**config.mk**
```make
export PLATFORM = sky130hd
export DESIGN_NAME = sdram_rd_buf
export DESIGN_NICKNAME = d
export VERILOG_FILES = /design/src/rtl/sdram_rd_buf.sv
export SDC_FILE = /design/constraint.sdc
export NUM_CORES = 1
export LEC_CHECK = 0
export BUFFER_PORTS_ARGS = -buffer_cell sky130_fd_sc_hd__buf_2
export CAP_MARGIN = 20
export CORE_UTILIZATION = 30
export DETAILED_ROUTE_END_ITERATION = 16
export HOLD_SLACK_MARGIN = 0.15
export SYNTH_ARGS = -nofsm -noshare
export SYNTH_HDL_FRONTEND = slang
export SYNTH_SLANG_ARGS = --single-unit
```
**constraint.sdc**
```tcl
create_clock -name sclk -period 3.88 [get_ports sclk]
set_clock_uncertainty 0.05 [all_clocks]
set_input_delay 0 -clock sclk [delete_from_list [all_inputs] [get_ports sclk]]
set_output_delay 0 -clock sclk [all_outputs]
set_load 0.005 [all_outputs]
```
**src/rtl/sdram_rd_buf.sv**
```systemverilog
// SDRAM read-data capture FIFO with a registered valid/ready output stage.
// Optional sticky overflow flag: define SDRAM_RD_BUF_OVF_EN to enable it.
module sdram_rd_buf #(
   parameter int DATA_W = 16,
   parameter int DEPTH  = 8,
   parameter int ADDR_W = 3
) (
   input  logic              sclk,
   input  logic              reset,
   input  logic              in_valid,
   input  logic [DATA_W-1:0] in_data,
   input  logic              in_last,
   output logic              out_valid,
   input  logic              out_ready,
   output logic [DATA_W-1:0] out_data,
   output logic              out_last,
   output logic [ADDR_W:0]   level,
   output logic              full,
   output logic              empty,
   input  logic              ovf_clr,
   output logic              overflow
);

   typedef enum logic {OUT_EMPTY, OUT_FULL} out_state_t;

   localparam logic [ADDR_W:0] LVL_FULL = (ADDR_W+1)'(DEPTH);

   logic [DATA_W:0]   r_mem [DEPTH];
   logic [ADDR_W-1:0] r_wptr;
   logic [ADDR_W-1:0] r_rptr;
   logic [ADDR_W:0]   r_level;
   logic              r_full;
   logic              r_empty;
   out_state_t        r_state;
   logic [DATA_W-1:0] r_out_data;
   logic              r_out_last;

   logic              w_push;
   logic              w_pop;
   logic [ADDR_W:0]   w_level_nxt;

   // The read burst cannot stall, so a word arriving while full is simply lost.
   assign w_push = in_valid && !r_full;
   assign w_pop  = !r_empty && ((r_state == OUT_EMPTY) || out_ready);

   always_comb begin
      w_level_nxt = r_level;
      case ({w_push, w_pop})
         2'b10:   w_level_nxt = r_level + (ADDR_W+1)'(1);
         2'b01:   w_level_nxt = r_level - (ADDR_W+1)'(1);
         default: w_level_nxt = r_level;
      endcase
   end

   // NOTE: storage has no reset; the pointers alone define what is valid,
   // and leaving the array unreset lets it map onto plain RAM.
   always_ff @(posedge sclk) begin
      if (w_push) r_mem[r_wptr] <= {in_last, in_data};
   end

   always_ff @(posedge sclk or posedge reset) begin
      if (reset) begin
         r_wptr  <= '0;
         r_rptr  <= '0;
         r_level <= '0;
         r_full  <= 1'b0;
         r_empty <= 1'b1;
      end else begin
         if (w_push) r_wptr <= r_wptr + ADDR_W'(1);
         if (w_pop)  r_rptr <= r_rptr + ADDR_W'(1);
         r_level <= w_level_nxt;
         r_full  <= (w_level_nxt == LVL_FULL);
         r_empty <= (w_level_nxt == '0);
      end
   end

   // Output stage: every word is loaded from memory, never bypassed.
   always_ff @(posedge sclk or posedge reset) begin
      if (reset) begin
         r_state    <= OUT_EMPTY;
         r_out_data <= '0;
         r_out_last <= 1'b0;
      end else begin
         case (r_state)
            OUT_EMPTY: begin
               if (!r_empty) begin
                  {r_out_last, r_out_data} <= r_mem[r_rptr];
                  r_state                  <= OUT_FULL;
               end
            end
            OUT_FULL: begin
               if (out_ready) begin
                  if (!r_empty) {r_out_last, r_out_data} <= r_mem[r_rptr];
                  else          r_state                  <= OUT_EMPTY;
               end
            end
            default: r_state <= OUT_EMPTY;
         endcase
      end
   end

   assign out_valid = (r_state == OUT_FULL);
   assign out_data  = r_out_data;
   assign out_last  = r_out_last;
   assign level     = r_level;
   assign full      = r_full;
   assign empty     = r_empty;

`ifdef SDRAM_RD_BUF_OVF_EN
   logic r_overflow;

   // A fresh drop outranks a clear so no loss event is ever hidden.
   always_ff @(posedge sclk or posedge reset) begin
      if (reset)                   r_overflow <= 1'b0;
      else if (in_valid && r_full) r_overflow <= 1'b1;
      else if (ovf_clr)            r_overflow <= 1'b0;
   end

   assign overflow = r_overflow;
`else
   logic w_unused_ovf_clr;

   assign w_unused_ovf_clr = ovf_clr;
   assign overflow         = 1'b0;
`endif

endmodule
```
==> results of run 1 <==
==> worst register-to-register path, cell delays in order, from the launching register on <==
cell,delay (ns)
dfrtp_1,0.35
nor2b_1,0.39
nor2_4,0.17
ha_1,0.48
inv_1,0.11
o311ai_0,0.11
o311ai_1,0.19
xnor2_1,0.24
nor3b_2,0.21
==> metal layers <==
| layer | wire (um) | vias to the layer above | track usage |
|---|---|---|---|
| met5 | 0 | - | 0 |
| li1 | - | 1466 | - |
| met1 | 5440 | 1698 | 0.151 |
| met3 | 446 | 11 | 0.0344 |
| met2 | 6100 | 64 | 0.194 |
| met4 | 159 | 0 | 0.0448 |
==> cell type report <==
class / count / area (um2) / share of cell area
tap: 275 / 344 / 0.0440
clock inverter: 15 / 171 / 0.0219
inverter: 5 / 23.8 / 0.00304
sequential: 166 / 4840 / 0.619
clock buffer: 17 / 425 / 0.0544
multi-input combinational: 143 / 1490 / 0.191
timing repair buffer: 78 / 526 / 0.0672
==> power by group <==
part,leakage [uW],internal (uW),switching (uW)
clock network,0.000293,964,711
registers,0.00157,2320,323
logic,0.000878,778,693
==> layout by cell type, fill, tap and decap left out, drive strengths merged, types with 2 or more instances in the layout <==
cell type / n
nor2b: 2
clkbuf: 17
nand2b: 2
xnor2: 5
o311ai: 3
inv: 9
buf: 58
dlygate4sd3: 20
a21oi: 18
nand2: 12
nor3b: 2
o31a: 2
dfrtp: 29
ha: 4
bufinv: 2
or2b: 2
nor2: 26
mux4: 34
mux2i: 17
clkinv: 8
edfxtp: 136
nor3: 4
xor2: 2
==> sequential cells by signal, summed over array words and instances, names as in the netlist <==
name       flops
r_rptr         3
out_data      16
r_wptr         3
empty          1
r_mem        136
out_valid      1
out_last       1
full           1
level          4
==> logic make-up after synthesis <==
logic type      count (synthesis)
compound gates                 25
flops                         166
simple gates                   54
xor+xnor                        7
mux                            52
other cells                     1
fa+ha+maj                       4
buf+inv                        22
==> how the worst max path moves through the flow <==
| stage | from | end | slack [ns] |
|---|---|---|---|
| after floorplan | full | r_mem[0][0] | 1.29 |
| after global placement | out_valid | empty | 1.61 |
| after detailed placement | out_valid | empty | 1.53 |
| after CTS | out_valid | empty | 1.49 |
| after global routing | out_valid | empty | 1.30 |
| final | out_valid | empty | 1.50 |
==> timing repair <==
item | 4_1_cts | 5_1_grt
hold buffers | 20 | 0
setup endpoints to repair | 0 | 0
hold endpoints to repair | 170 | 0
==> per-stage QoR <==
step	instance area, um2	setup slack [ns]
after floorplan	6450	1.29
after global placement	7020	1.61
after detailed placement	7020	1.53
after CTS	7820	1.49
after global routing	7820	1.30
final	7820	1.50
==> results_dict.tcl, run 1 <==
set metrics [dict create \
    syn_nets 357 \
    grt_usage 0.119 \
    rrSetupSlack_ns 1.50 \
    clk_pin_slew_worst_paths_ns 0.07 \
    power.total_uw 5790 \
    yosysSeqAreaShare 0.750 \
    grt_max_degree 37 \
    fp-row-count 53 \
    drive_above_1_share 0.318 \
    grt_first_pass_wirelength_um 18900 \
    timing.hold.ws_ns 0.176 \
    overflow 0 \
    syn_inst 331 \
    io_pins 47 \
    hold_violations 0 \
    cts_setup_buffers 0 \
    avgSynthCellArea_um2 19.5 \
    drt-pass1-iter-count 4 \
    start_kind "flip-flop" \
    yosys.area_share.adder 0.00776 \
    worst_pin_slew_ns 0.939 \
    yosys.area_share.simple 0.0409 \
    cts_root_buffer "clkbuf_16" \
    worst_ep_required_time_ns 4.17 \
    rsz0062_at_grt "no" \
    synth-warning-count 0 \
    cts_buffers 17 \
    ir_drop_mv 0.413 \
    dpl.cell_count 647 \
    crit_path_max_fanout 15 \
    hpwl_um 7130 \
    synth-edff-count 136 \
    r2r_start "out_valid" \
    yosysTopAreaCell "edfxtp_1" \
    fin_crit_ns 2.38 \
    reg2reg_to "empty" \
    ant_nets 0 \
    status "completed" \
    antenna_found_initial 0 \
    synth.area.top_cells "edfxtp_1 (63%), mux4_2 (12%), dfrtp_1 (11%)" \
    tritoncts "done" \
    end_kind "flip-flop" \
    setup_violations 0 \
    dieArea_um2 22100 \
    clock_path_buffers 2 \
    cts_resized 0 \
    synth_xor_area_frac 0.00951 \
    min_path_type "input port to asynchronous set/reset pin" \
    drc_errors 0 \
    gp_congestion 0.682 \
    final_util 0.372 \
    relSlewSlack 0.374 \
    path_cells "nor2b_1, nor2_4, ha_1, inv_1, o311ai_0, o311ai_1, xnor2_1, nor3b_2" \
    arrival_ns 2.67 \
    core_um2 21000 \
    yosys_most_used_dff "edfxtp_1" \
    async_flop_share 0.181 \
    dr.first_iter.drc_count 304 \
    cap_violations 0 \
    setup_tns_ns 0 \
    clock-sinks 166 \
    slowest_stage "ha_1" \
    initial_core_util 0.307 \
    fp.dieW_um 149 \
    drt_wl_total_um 12100 \
    ff2ff_path_depth 8 \
    final_cells 699 \
    ys_seq_elements 166 \
    syn_area_um2 6450 \
    cp_top_family "simple AND/OR/NAND/NOR gates" \
    vias_per_cell 4.63 \
    cts.htree.levels 4 \
    synth_top_family_by_area "multiplexers" \
    report.final.slew_viol_count 0 \
    yosys-top-cells-count "edfxtp_1 (136), mux4_2 (34), dfrtp_1 (29), nor2_1 (26), a21oi_1 (18)" \
    path_class "flip-flop to flip-flop" \
    layout.nets 437 \
    cp_num_buf_inv 1 \
    synthMuxAreaShare 0.147 \
    port_buffers 44 \
    yosysMostFrequentCell "edfxtp_1" \
    yosysTopAreaCellShare 0.633 \
    cp_num_cells 8 \
    fill_cells 1938 \
    insertion_delay_ns 0.42 \
    ys_types 37 \
    n_antenna_cell 0 \
    max_freq_mhz 420 \
    wire_per_inst_um 17.4 \
    power.density_nw_per_um2 740 \
    vias 3239 \
    area_delta_synth_final_pct 21.3 \
    leakagePower_uw 0.00274 \
    grt_pass1_vias 3376 \
    critPathMaxStageDelay_ns 0.48 \
    die_y_um 149 \
    synth_compound_area_frac 0.0229 \
    fin_crit_sh 0.613 \
]
No activity file was read; power rests on OpenSTA's default activity.
==> run 2: changes to the inputs <==
==> constraint.sdc (replaced) <==
create_clock -name sclk -period 2.4 [get_ports sclk]
set_clock_uncertainty 0.05 [all_clocks]
set_input_delay 0 -clock sclk [delete_from_list [all_inputs] [get_ports sclk]]
set_output_delay 0 -clock sclk [all_outputs]
set_load 0.005 [all_outputs]
==> results_dict.tcl, run 2 (synthesis gave the netlist of run 1 again) <==
set metrics [dict create \
    cts.htree.levels 4 \
    port_buffers 44 \
    fin_crit_ns 2.16 \
    n_antenna_cell 0 \
    die_y_um 149 \
    timing.hold.ws_ns 0.300 \
    dr.first_iter.drc_count 204 \
    status "completed" \
    worst_ep_required_time_ns 2.69 \
    grt_pass1_vias 3457 \
    overflow 0 \
    drt-pass1-iter-count 7 \
    power.density_nw_per_um2 1200 \
    hpwl_um 7310 \
    tritoncts "done" \
    grt_max_degree 38 \
    pwr-share-clk 0.290 \
    fill_cells 1952 \
    fp.dieW_um 149 \
    vias_per_cell 4.62 \
    cp_top_family "simple AND/OR/NAND/NOR gates" \
    end_kind "flip-flop" \
    rsz0062_at_grt "no" \
    drive_above_1_share 0.316 \
    clock_path_buffers 2 \
    path_class "flip-flop to flip-flop" \
    cts_root_buffer "clkbuf_16" \
    crit_path_max_fanout 9 \
    start_kind "flip-flop" \
    drt_wl_total_um 12400 \
    cp_num_cells 8 \
    setup_tns_ns 0 \
    grt_usage 0.125 \
    ff2ff_path_depth 8 \
    combinationalPowerShare 0.280 \
    report.final.slew_viol_count 0 \
    relSlewSlack 0.357 \
    switchingPower_uw 2710 \
    gp_congestion 0.737 \
    initial_core_util 0.307 \
    leakagePower_uw 0.00276 \
    intPower_uw 6750 \
    layout.nets 440 \
    clk_pin_slew_worst_paths_ns 0.07 \
    seqPwrFrac 0.430 \
    rrSetupSlack_ns 0.24 \
    critPathMaxStageDelay_ns 0.43 \
    worst_pin_slew_ns 0.963 \
    cts_setup_buffers 0 \
    ir_drop_mv 0.664 \
    dpl.cell_count 650 \
    final_common_cell "edfxtp_1" \
    startpoint "full" \
    cts_buffers 17 \
    ant_nets 0 \
    cap_violations 0 \
    grt_first_pass_wirelength_um 19700 \
    swShare 0.286 \
    wire_per_inst_um 17.6 \
    vias 3243 \
    drc_errors 0 \
    setup_violations 0 \
    antenna_found_initial 0 \
    final_cell_mix "edfxtp_1 (136), buf_2 (44), mux4_2 (34)" \
    final_cells 702 \
    fin_crit_sh 0.898 \
    path_cells "nor2b_4, clkinv_4, ha_1, inv_1, o311ai_0, o311ai_1, xnor2_1, nor3b_2" \
    area_delta_synth_final_pct 22.0 \
    clock-sinks 166 \
    largest-register "r_mem" \
    dieArea_um2 22100 \
    reg2reg_to "empty" \
    insertion_delay_ns 0.42 \
    cp_num_buf_inv 2 \
    core_um2 21000 \
    io_pins 47 \
    largest_register_ffs 136 \
    fp-row-count 53 \
    max_freq_mhz 464 \
    slowest_stage "ha_1" \
    hold_violations 0 \
    min_path_type "input port to asynchronous set/reset pin" \
    cp-endpoint "empty" \
    r2r_start "full" \
    arrival_ns 2.45 \
]
==> run 2: final cells by class <==
class                      instances  area (um2)  area share
clock inverter                    12         153      0.0194
sequential                       166        4840       0.615
multi-input combinational        143        1490       0.190
clock buffer                      20         457      0.0580
timing repair buffer              81         561      0.0712
tap                              275         344      0.0437
inverter                           5        23.8     0.00302
==> run 2: worst min path at each step <==
stage	slack (ns)	startpoint	end
2_1_floorplan	0.04	reset	full
3_3_place_gp	0.21	in_data[9]	r_mem[2][9]
3_5_place_dp	0.22	in_data[14]	r_mem[5][14]
4_1_cts	0.32	in_data[11]	r_mem[2][11]
5_1_grt	0.34	in_data[12]	r_mem[5][12]
6_report	0.30	reset	out_data[9]
==> run 2: metrics by stage <==
| step | area, um2 | util | setup slack, ns | power [uW] |
|---|---|---|---|---|
| 4_1_cts | 7870 | 0.374 | 0.206 | 9630 |
| 3_5_place_dp | 7060 | 0.336 | 0.240 | 6840 |
| 3_3_place_gp | 7060 | 0.336 | 0.306 | 6730 |
| 6_report | 7870 | 0.374 | 0.244 | 9460 |
| 2_1_floorplan | 6460 | - | 0.00578 | 5980 |
| 5_1_grt | 7870 | 0.374 | 0.0231 | 10000 |
==> run 2: repair_timing <==
item	in CTS	in global routing
hold buffers	20	0
resized for setup	0	1
hold endpoints to repair	157	0
setup endpoints to repair	0	1
==> run 2: power by group through the flow <==
stage	clock, uW	sequential [uW]	combinational, uW
2_1_floorplan	0	4040	1940
3_3_place_gp	0	4100	2630
3_5_place_dp	0	4140	2700
4_1_cts	2810	4080	2730
5_1_grt	2930	4140	2930
6_report	2740	4070	2650
==> run 2: metal layers <==
layer / up-vias / share of wire / global-route usage
li1: 1474 / - / -
met1: 1700 / 0.44 / 0.152
met2: 62 / 0.52 / 0.211
met3: 7 / 0.033 / 0.0328
met4: 0 / 0.0080 / 0.0479
met5: - / 0 / 0
==> run 2: worst reg2reg max path, delay by kind of cell, from the launching register on <==
kind                     cells  cell delay [ns]
AO/OA/AOI/OAI                2             0.28
XOR/XNOR                     1             0.25
adder cells (fa/ha/maj)      1             0.43
buffers and inverters        2             0.22
flip-flops                   1             0.40
AND/OR/NAND/NOR              2             0.45
==> run 3: changes to the inputs <==
--- a/config.mk
+++ b/config.mk
@@ -6,10 +6,12 @@
 export NUM_CORES = 1
 export LEC_CHECK = 0
 export BUFFER_PORTS_ARGS = -buffer_cell sky130_fd_sc_hd__buf_2
-export CAP_MARGIN = 20
-export CORE_UTILIZATION = 30
+export CAP_MARGIN = 10
+export CORE_UTILIZATION = 59
+export CTS_CLUSTER_DIAMETER = 150
 export DETAILED_ROUTE_END_ITERATION = 16
 export HOLD_SLACK_MARGIN = 0.15
+export PLACE_DENSITY = 0.78
 export SYNTH_ARGS = -nofsm -noshare
 export SYNTH_HDL_FRONTEND = slang
 export SYNTH_SLANG_ARGS = --single-unit
==> results_dict.tcl, run 3 (synthesis gave the netlist of run 1 again) <==
set metrics [dict create \
    status "completed" \
    critPathMaxStageDelay_ns 0.38 \
    fin_crit_sh 0.906 \
    path_class "flip-flop to flip-flop" \
    timing.hold.ws_ns 0.225 \
    tritoncts "done" \
    met1Wirelength_um 4980 \
    cap_violations 0 \
    cts.htree.levels 4 \
    end_kind "flip-flop" \
    setup_tns_ns 0 \
    core_um2 10500 \
    antenna_found_initial 0 \
    vias_per_cell 5.88 \
    io_pins 47 \
    path_cells "nor2b_2, nor2_2, ha_2, nor3b_1, a41oi_1, o311ai_1, xnor2_1, nor3b_2" \
    largest-register "r_mem" \
    final_common_cell "edfxtp_1" \
    cp_top_family "simple AND/OR/NAND/NOR gates" \
    rsz0062_at_grt "no" \
    initial_core_util 0.616 \
    slowest_stage "dfrtp_1" \
    cts_setup_buffers 0 \
    dr_wl_met2_um 6340 \
    max_freq_mhz 460 \
    leakagePower_uw 0.00275 \
    drive_above_1_share 0.319 \
    final_cells 565 \
    wire_per_inst_um 21.5 \
    start_kind "flip-flop" \
    area_delta_synth_final_pct 18.8 \
    worst_ep_required_time_ns 2.81 \
    drt-pass1-iter-count 6 \
    dr.first_iter.drc_count 210 \
    ant_nets 0 \
    dpl.cell_count 512 \
    ir_drop_mv 0.632 \
    crit_path_max_fanout 5 \
    clock_path_buffers 2 \
    fin_ws_ns 0.226 \
    fp.dieW_um 107 \
    cp_num_buf_inv 0 \
    drc_errors 0 \
    hpwl_um 6820 \
    setup_violations 0 \
    min_path_type "input port to flip-flop" \
    die_y_um 107 \
    gp_congestion 0.824 \
    final_cell_mix "edfxtp_1 (136), buf_2 (44), mux4_2 (34)" \
    drt_wl_total_um 12200 \
    final_util 0.732 \
    cts_buffers 17 \
    port_buffers 44 \
    clk_pin_slew_worst_paths_ns 0.06 \
    overflow 0 \
    grt_pass1_vias 3518 \
    arrival_ns 2.58 \
    met3WireLength_um 481 \
    grt_usage 0.234 \
    fp-row-count 37 \
    report.final.slew_viol_count 0 \
    fin_crit_ns 2.17 \
    insertion_delay_ns 0.53 \
    layout.nets 442 \
    vias 3322 \
    largest_register_ffs 136 \
    power.density_nw_per_um2 1220 \
    grt_first_pass_wirelength_um 18800 \
    dp_slack_ns 0.180 \
    dieArea_um2 11300 \
    n_antenna_cell 0 \
    hold_violations 0 \
    top_layer "met4" \
    fill_cells 606 \
    cts_root_buffer "clkbuf_8" \
    grt_max_degree 31 \
    clock-sinks 166 \
]
## run 3: power breakdown
group | internal (uW) | switching (uW)
clock network | 1520 | 1020
registers | 3760 | 330
logic | 1320 | 1380
## run 3: layer usage
layer / vias to the layer above / global-route usage
met2: 105 / 0.398
met1: 1716 / 0.289
met5: - / 0
met4: 0 / 0.102
met3: 33 / 0.0552
li1: 1468 / -
## run 3: area by class of cell
cell class	instances	area, um2	area share
clock inverter	10	105	0.0137
multi-input combinational	143	1490	0.195
clock buffer	22	453	0.0591
sequential	166	4840	0.632
inverter	5	23.8	0.00310
tap	136	170	0.0222
timing repair buffer	83	578	0.0755
## run 3: final timing paths
| check | startpoint | to | slack, ns | depth (start not counted) |
|---|---|---|---|---|
| setup reg to reg | out_valid | empty | 0.23 | 8 |
| hold / removal | in_data[4] | r_mem[2][4] | 0.23 | 2 |
| min in group asynchronous | reset | out_data[10] | 0.61 | 5 |
| max in group asynchronous | reset | empty | 1.35 | 5 |
| hold reg to reg | empty | out_valid | 0.46 | 1 |
| setup / recovery | out_valid | empty | 0.23 | 8 |
## run 3: what timing repair did
action / CTS / global route
gates resized for setup: 0 / 2
hold endpoints to repair: 179 / 0
setup endpoints to repair: 0 / 2
hold buffers: 21 / 0
## run 3: metrics by stage
stage,instance area [um2],power [uW]
finish,7660,9340
global route,7660,9760
CTS,7650,9400
detailed placement,6890,6810
global placement,6890,6660
floorplan,6460,5980
